[config.mk]
export PLATFORM = sky130hd
export DESIGN_NAME = config_rd_responder
export DESIGN_NICKNAME = d
export VERILOG_FILES = /design/src/rtl/cfg_dma_pkg.sv /design/src/rtl/cfg_rd_credit_cnt.sv /design/src/rtl/config_rd_responder.sv
export SDC_FILE = /design/constraint.sdc
export NUM_CORES = 1
export LEC_CHECK = 0
export BUFFER_PORTS_ARGS = -buffer_cell sky130_fd_sc_hd__buf_2
export CORE_MARGIN = 3
export CORE_UTILIZATION = 50
export CTS_CLUSTER_SIZE = 40
export DETAILED_ROUTE_END_ITERATION = 7
export HOLD_SLACK_MARGIN = 0.15
export PLACE_DENSITY_LB_ADDON = 0.1
export SYNTH_ARGS = -nofsm -noshare
export SYNTH_HDL_FRONTEND = slang
export SYNTH_HIERARCHICAL = 1
export SYNTH_SLANG_ARGS = --single-unit
[constraint.sdc]
create_clock -name i_pcie_clk -period 5.75 [get_ports i_pcie_clk]
set_input_delay 0.575 -clock i_pcie_clk [delete_from_list [all_inputs] [get_ports i_pcie_clk]]
set_output_delay 0.575 -clock i_pcie_clk [all_outputs]
set_load 0.1 [all_outputs]
[src/rtl/cfg_dma_pkg.sv]
// cfg_dma_pkg: shared types and constants for the config DMA read/write responders.
package cfg_dma_pkg;
  typedef enum logic [1:0] {RSP_IDLE, RSP_ISSUE, RSP_DRAIN} rsp_state_t;
  localparam int CFG_MAX_BYTES = 4096;
  localparam int BEAT_BYTES = 8;
  localparam logic [7:0] TAG_CONFIG = 8'h00;
  // Length 0 stands for a full 4 KB request; result is always 1..512 beats.
  function automatic logic [9:0] calc_beats(input logic [11:0] len);
    logic [12:0] bytes;
    bytes = (len == '0) ? 13'(CFG_MAX_BYTES) : {1'b0, len};
    return 10'((bytes + 13'(BEAT_BYTES - 1)) / 13'(BEAT_BYTES));
  endfunction
endpackage

[src/rtl/cfg_rd_credit_cnt.sv]
// cfg_rd_credit_cnt: outstanding-read counter; simultaneous inc/dec leaves it unchanged.
module cfg_rd_credit_cnt #(
  parameter int MAX = 8,
  parameter int W = $clog2(MAX) + 1
) (
  input  logic         clk,
  input  logic         rst_n,
  input  logic         inc,
  input  logic         dec,
  output logic [W-1:0] count,
  output logic         full
);
  logic up, dn;
  assign full = count == W'(MAX);
  assign up = inc && (!full || dec);
  assign dn = dec && count != '0;
  always_ff @(posedge clk or negedge rst_n)
    if (!rst_n) count <= '0;
    else if (up != dn) count <= up ? count + W'(1) : count - W'(1);
endmodule

[src/rtl/config_rd_responder.sv]
// config_rd_responder: serves config read requests from an in-order 64-bit memory port
// and owns the config-done / done-ack handshake.
module config_rd_responder import cfg_dma_pkg::*; #(
  parameter int MAX_OUTSTANDING = 8,
  parameter logic [7:0] RSP_TAG = TAG_CONFIG
) (
  input  logic        i_pcie_clk,
  input  logic        i_rst_n,
  input  logic        config_rd_req_i,
  input  logic [31:0] config_rd_req_addr_i,
  input  logic [11:0] config_rd_req_len_i,
  output logic        config_rd_req_ack_o,
  output logic [63:0] o_config_data,
  output logic        o_config_data_valid,
  output logic [7:0]  dma_tag_o,
  output logic        mem_rd_req_o,
  output logic [28:0] mem_rd_addr_o,
  input  logic        mem_rd_gnt_i,
  input  logic [63:0] mem_rd_data_i,
  input  logic        mem_rd_valid_i,
  input  logic        config_done_i,
  input  logic        sw_done_clr_i,
  output logic        config_done_ack_o,
  output logic        o_busy,
  output logic        o_err
);
  localparam int CW = $clog2(MAX_OUTSTANDING) + 1;
  rsp_state_t state, state_nx;
  logic [9:0] beats, issued, returned;
  logic [CW-1:0] outstanding;
  logic full, empty, accept, take, done_q, done_pend;
  cfg_rd_credit_cnt #(.MAX(MAX_OUTSTANDING), .W(CW)) u_credit (
    .clk(i_pcie_clk),
    .rst_n(i_rst_n),
    .inc(accept),
    .dec(mem_rd_valid_i),
    .count(outstanding),
    .full(full)
  );
  assign empty = outstanding == '0;
  assign take = state == RSP_IDLE && config_rd_req_i;
  assign mem_rd_req_o = state == RSP_ISSUE && issued < beats && !full;
  assign accept = mem_rd_req_o && mem_rd_gnt_i;
  assign o_busy = state != RSP_IDLE;
  assign dma_tag_o = o_config_data_valid ? RSP_TAG : 8'h00;
  always_comb begin
    state_nx = state;
    case (state)
      RSP_IDLE:  state_nx = config_rd_req_i ? RSP_ISSUE : RSP_IDLE;
      RSP_ISSUE: state_nx = (accept && issued == beats - 10'd1) ? RSP_DRAIN : RSP_ISSUE;
      RSP_DRAIN: state_nx = (returned == beats) ? RSP_IDLE : RSP_DRAIN;
      default:   state_nx = RSP_IDLE;
    endcase
  end
  always_ff @(posedge i_pcie_clk or negedge i_rst_n) begin
    if (!i_rst_n) begin
      state <= RSP_IDLE;
      config_rd_req_ack_o <= 1'b0;
      mem_rd_addr_o <= '0;
      beats <= '0;
      issued <= '0;
      returned <= '0;
      o_err <= 1'b0;
      o_config_data <= '0;
      o_config_data_valid <= 1'b0;
    end else begin
      state <= state_nx;
      config_rd_req_ack_o <= take;
      if (take) begin
        mem_rd_addr_o <= config_rd_req_addr_i[31:3];
        beats <= calc_beats(config_rd_req_len_i);
        issued <= '0;
        returned <= '0;
      end else begin
        if (accept) begin
          mem_rd_addr_o <= mem_rd_addr_o + 29'd1;
          issued <= issued + 10'd1;
        end
        if (mem_rd_valid_i && !empty) returned <= returned + 10'd1;
      end
      // Misaligned start and data with nothing outstanding are both sticky errors.
      if ((take && config_rd_req_addr_i[2:0] != 3'd0) || (mem_rd_valid_i && empty)) o_err <= 1'b1;
      o_config_data_valid <= mem_rd_valid_i;
      if (mem_rd_valid_i) o_config_data <= mem_rd_data_i;
    end
  end
  always_ff @(posedge i_pcie_clk or negedge i_rst_n) begin
    if (!i_rst_n) begin
      done_q <= 1'b0;
      done_pend <= 1'b0;
      config_done_ack_o <= 1'b0;
    end else begin
      done_q <= config_done_i;
      if (config_done_ack_o && !config_done_i) begin
        config_done_ack_o <= 1'b0;
        done_pend <= 1'b0;
      end else begin
        if (config_done_i && !done_q) done_pend <= 1'b1;
        if (sw_done_clr_i && done_pend) config_done_ack_o <= 1'b1;
      end
    end
  end
endmodule

# == After elaboration in Yosys (flattened, before gate mapping) ==
# Cells that the tools add are included.
# classes
n_reduce_logical,29
n_mux,16
add_sub_neg,7
n_eq_ne,6
magnitude_cmp,1
# op_table
cell,n
29-bit two-way mux,2
10-bit two-way mux,4
"29-bit by 1-bit adder with 29-bit output, second input constant",1
"10-bit by 1-bit adder with 10-bit output, second input constant",2
10-bit == test,2
"13-bit by 3-bit adder with 13-bit output, second input constant",1
1-bit logical AND,13
13-bit two-way mux,1
12-bit logical NOT,1
10-bit less-than comparator,1
2-bit nonzero test,5
"10-bit by 1-bit subtractor with 10-bit output, second input constant",1
2-bit case mux with 3 select lines,1
1-bit two-way mux,5
"4-bit by 1-bit adder with 4-bit output, second input constant",1
"4-bit == test, second input constant",1
1-bit logical NOT,4
4-bit logical NOT,1
2-bit two-way mux,2
4-bit two-way mux,1
4-bit nonzero test,1
"4-bit by 1-bit subtractor with 4-bit output, second input constant",1
3-bit nonzero test,1
"2-bit by 1-bit == test with 1-bit output, second input constant",1
other kinds (4),5
# word_totals
regBits,135

# == Depth between registers and ports, before layout ==
# depth
depth_word,7
depth_mapped,16
ltp_nobuf,14

# == Cells and area by module ==
# The synthesis kept the hierarchy.
# by_module_without_submodules
mod,area_per_inst_um2,instances,seq_area_each_um2,cells_per_inst
config_rd_responder,6573.8,1,3278.1,618
cfg_rd_credit_cnt,326.6,1,100.1,31

# == Least setup slack after synthesis ==
# Ideal clock, no wire load.
# synth_path
kind,register to register
from,register beats[3]
to,register u_credit.count[3]
t_arrival_ns,3.466
setup_slack_ns,2.160
n_path_buf,3
stages_incl_launch_ff,17
setup_time_ns,0.124
period_less_slack_ns,3.590
t_required_ns,5.626
cell_sequence,dfrtp_1 -> buf_2 -> inv_1 -> ha_1 -> and4_1 -> o21ai_1 -> a21o_1 -> clkbuf_1 -> nand2_1 -> inv_2 -> clkbuf_2 -> o21ai_0 -> ha_1 -> a21o_1 -> a21oi_1 -> mux2_2 -> a211o_1
# synth_between
elab_chain_cells,6
elab_cells_between_ends,7
cone_classes,order compare (1); eq/ne (1); mux (1); reduce/logical (4)
# synth_lines
item,line,rtl
"start, declared",config_rd_responder.sv:29,"logic [9:0] beats, issued, returned;"
"start signal, assigned",config_rd_responder.sv:71,beats <= calc_beats(config_rd_req_len_i);
10-bit less-than comparator (*),config_rd_responder.sv:42,assign mem_rd_req_o = state == RSP_ISSUE && issued < beats && !full;
1-bit logical AND (*) (2 in series),config_rd_responder.sv:42,
1-bit logical AND (*),config_rd_responder.sv:43,assign accept = mem_rd_req_o && mem_rd_gnt_i;
via accept,config_rd_responder.sv:31,"logic full, empty, accept, take, done_q, done_pend;"
1-bit logical AND (*),cfg_rd_credit_cnt.sv:15,assign up = inc && (!full || dec);
4-bit two-way mux / 1-bit != test (equally long branches),cfg_rd_credit_cnt.sv:19,else if (up != dn) count <= up ? count + W'(1) : count - W'(1);
"end signal, assigned",cfg_rd_credit_cnt.sv:19,
"end, declared",cfg_rd_credit_cnt.sv:10,"output logic [W-1:0] count,"
# The timed path passes the listed nets; every way through them passes the cells marked *.
# A chain may end at the register's enable or synchronous reset.

# == Final worst setup path ==
# Ends and elaborated chain as after synthesis.

==> flow_results.org <==
** GRT
- In the global route stage, overall resource usage came out at 0.240.
- Initial antenna violation count :: 0
- The first global-routing pass estimated 28.3 mm of wire.
- Pin count of the biggest net entering global routing :: 76
- Global-route congestion overflow total :: 0
- The via count of the first global-routing pass is 5,681.

** Setup path
- The worst setup path is captured at a flop.
- Setup Crit Path Kind :: flop to flop
- Highest cell delay on the worst timing path :: 0.50 ns
- Counting both buffers and inverters, the worst setup path holds a total of 3.
- Along the worst path, the maximum fanout reaches 18.
- The largest individual stage delay along the critical path comes from the cell sky130_fd_sc_hd__dfrtp_1.
- Data arrival, critical path :: 4.29 ns
- Startpoint class of the critical path :: flop
- Required time at the endpoint of the critical path :: 6.06 ns
- Broken down by cell family, the worst path's largest delay share belongs to compound AO/OA/AOI/OAI gates.
- Traced cell by cell, the critical path runs through inv_1 -> ha_1 -> and4_1 -> o21ai_1 -> a21o_1 -> buf_4 -> nand2_1 -> inv_2 -> o21ai_0 -> ha_1 -> a21o_1 -> a21oi_1 -> mux2_2 -> a211o_1.

** Yosys
- Synthesis produced 649 cells.
- Counting flops with an async set or reset pin after synthesis yields a share of 1.00.
- Main area contributors after synthesis :: sky130_fd_sc_hd__dfrtp_1, sky130_fd_sc_hd__mux2_2, sky130_fd_sc_hd__xnor2_1, sky130_fd_sc_hd__xor2_1, sky130_fd_sc_hd__nand2_1
- Post-synth top area cell :: sky130_fd_sc_hd__dfrtp_1
- Top-count cell post-synth :: sky130_fd_sc_hd__dfrtp_1
- Most instantiated cells after synthesis :: sky130_fd_sc_hd__dfrtp_1, sky130_fd_sc_hd__mux2_2, sky130_fd_sc_hd__nand2_1, sky130_fd_sc_hd__nor2_1, sky130_fd_sc_hd__xnor2_1
- Counting flops with a built-in enable in the synthesized netlist gives 0.
- Number of synthesized register bits :: 135
- Of the post-synthesis cell area, the dominant cell type holds 0.490.
- Average instance area after synthesis :: 10.6 sq um
- Number of distinct library cells after synthesis :: 62
- The most used flip-flop cell after synthesis is sky130_fd_sc_hd__dfrtp_1.
- For this run, the number of Yosys warnings is 6.
- Mapped cell area :: 0.00690 sq mm
- Proportion of synthesized chip area in sequential cells :: 0.490

** Placement
- Buffers on Ports :: 213
- Total placed cells including tap cells :: 1,014
- Routability Congestion :: 0.897
- OpenSTA, run right after detailed placement, puts the worst setup slack at 1.83 ns.
- After legalization and detailed placement, the total HPWL measured 12.9 mm.

** Clocking
- Post-CTS setup buffers :: 0
- Clock tree from TritonCTS :: yes
- Number of resized instances in the post-cts repair step :: 0
- For the worst-skew pair, the clock arrives at the later sink with an insertion delay of 0.43 ns.
- Largest buffer count on any clock path :: 2
- Reg clk slew, reported paths :: 0.06 ns
- Clock tree synthesis selected as its root buffer the cell sky130_fd_sc_hd__clkbuf_16.
- CTS sink count :: 135
- Buffers inserted during clock tree synthesis total 17.
- The clock tree synthesis step divided the H-tree into 4 levels.
- CTS hold repair buffers :: 0

** Drt
- The detailed router finished its first iteration with 402 violations.
- Routed len/inst :: 17.0 um
- The routed design has 17.7 mm of wire.
- Remaining DRCs :: 0
- Using the TritonRoute via totals, the vias-per-cell ratio works out to 5.45.
- Pre-antenna DRT Iters :: 6
- Final antenna-violating net count :: 0
- The routed layout has 5,693 vias.

** Finish
- Leaving out filler cells and counting taps, the final layout contains 1,045.
- In the final design database the tool counted 989 nets.
- Final core utilization :: 0.649
- Layout cell share with drive strength beyond 1 :: 0.379
- Relative to the synthesized area, the layout overhead comes to 25.5%.
- The repair_antennas step left the layout with diodes totalling 0.

** STA
- Fin crit share :: 0.693
- After layout, the minimum clock period comes to 3.98 ns.
- Number of max-slew violations in the final report :: 0
- Achievable frequency :: 0.251 GHz
- Unrepaired setup endpoints after global routing :: false
- Number of hold violations in the final report :: 0
- Setup slack closes at 1.77 ns.
- Worst relative slew slack :: 0.184
- For the pin with the worst max-slew slack, the measured transition is 1.22 ns.
- On the final layout, the worst clock skew is 0.00604 ns.
- Setup violations remaining at the end of the flow were counted as 0.
- Setup TNS :: 0 ns

** Status
- The flow ran to the end, and the final reports show no timing, DRC or antenna violations.

** Die
- In this run the horizontal extent of the chip is 123 um.
- Die area :: 0.0152 sq mm
- Number of placed I/O pins :: 222
- Starting density of the core :: 0.517
- Area of the core region :: 0.0133 sq mm
- Num rows :: 42
- Die height :: 123 um

** Pwr
- Worst IR Drop VDD :: 0.000374 V
- Total power for the finished layout comes to 5.03 mW.
- Static leakage :: 3.99 nW
- Dividing total power by cell area gives a power density of 581 mW/mm^2.

** Run
- Max-cap viol count :: 0

** Hold path
- Class of the tightest hold or removal check :: input port to async pin
==> path summary, 6_finish.rpt <==
kind                                from  depth (start not counted)                   to  slack [ns]
max in group asynchronous        i_rst_n                          2    mem_rd_addr_o[23]        4.34
hold / removal                   i_rst_n                          1  config_rd_req_ack_o        0.17
setup reg to reg                beats[3]                         14    u_credit/count[3]        1.77
hold reg to reg                    o_err                          1                o_err        0.48
setup / recovery                beats[3]                         14    u_credit/count[3]        1.77
min in group i_pcie_clk    config_done_i                          1               done_q        0.29
==> kinds of logic after synthesis <==
family	count (synthesis)	synth area share
AND/OR/NAND/NOR	216	0.164
flip-flops	135	0.490
AO/OA/AOI/OAI	83	0.0743
multiplexers	71	0.115
XOR/XNOR	69	0.0876
buffers and inverters	57	0.0370
adder cells (fa/ha/maj)	17	0.0319
other	1	0.000543
==> registers in the layout (all words and copies together), names as in the netlist, 2 cells and up <==
| name | cells |
|---|---|
| state | 2 |
| returned | 10 |
| issued | 10 |
| beats | 10 |
| u_credit/count | 4 |
| o_config_data | 64 |
| mem_rd_addr_o | 29 |
==> cell usage in the layout, fill, tap and decap left out, types with 4 or more instances in the layout <==
| cell | instances |
|---|---|
| sky130_fd_sc_hd__inv_1 | 18 |
| sky130_fd_sc_hd__conb_1 | 8 |
| sky130_fd_sc_hd__nand3_1 | 25 |
| sky130_fd_sc_hd__nor4_1 | 14 |
| sky130_fd_sc_hd__mux2_2 | 65 |
| sky130_fd_sc_hd__dfrtp_1 | 135 |
| sky130_fd_sc_hd__buf_4 | 6 |
| sky130_fd_sc_hd__nand2_1 | 61 |
| sky130_fd_sc_hd__nand4_1 | 24 |
| sky130_fd_sc_hd__o21ai_1 | 5 |
| sky130_fd_sc_hd__o21ai_0 | 33 |
| sky130_fd_sc_hd__ha_1 | 16 |
| sky130_fd_sc_hd__and4_1 | 5 |
| sky130_fd_sc_hd__xor2_1 | 34 |
| sky130_fd_sc_hd__mux2i_1 | 4 |
| sky130_fd_sc_hd__or3_1 | 6 |
| sky130_fd_sc_hd__buf_2 | 212 |
| sky130_fd_sc_hd__and2_1 | 5 |
| sky130_fd_sc_hd__and3_1 | 12 |
| sky130_fd_sc_hd__a21oi_1 | 16 |
| sky130_fd_sc_hd__clkbuf_16 | 17 |
| sky130_fd_sc_hd__nor2_1 | 37 |
| sky130_fd_sc_hd__or4_1 | 5 |
| sky130_fd_sc_hd__a31oi_1 | 4 |
| sky130_fd_sc_hd__inv_6 | 4 |
| sky130_fd_sc_hd__xnor2_1 | 35 |
| sky130_fd_sc_hd__nor3_1 | 6 |
==> per-layer routing <==
layer / global-route usage / vias to the layer above / wire length (um)
met5: 0 / - / 0
met4: 0.0948 / 0 / 326
met3: 0.0787 / 27 / 1280
met2: 0.393 / 187 / 8910
met1: 0.294 / 2777 / 7220
li1: - / 2702 / -
==> where the power goes <==
part / leakage, nW / internal [mW] / switching [mW]
combinational: 2.10 / 0.618 / 1.82
clock: 0.276 / 0.639 / 0.434
sequential: 1.62 / 1.20 / 0.321
==> final cells by class <==
type,count,area [sq um]
tap,176,220
multi-input combinational,464,3290
clock inverter,14,150
sequential,135,3380
clock buffer,17,425
timing repair buffer,219,1120
inverter,20,75.1
fill,1085,4690
==> per-stage QoR <==
| step | cell area, sq um | hold slack (ns) |
|---|---|---|
| floorplan | 6930 | 0.279 |
| global placement | 8080 | 0.465 |
| detailed placement | 8080 | 0.472 |
| CTS | 8660 | 0.201 |
| global route | 8660 | 0.228 |
| finish | 8660 | 0.173 |
No activity file was read; power rests on OpenSTA's default activity.
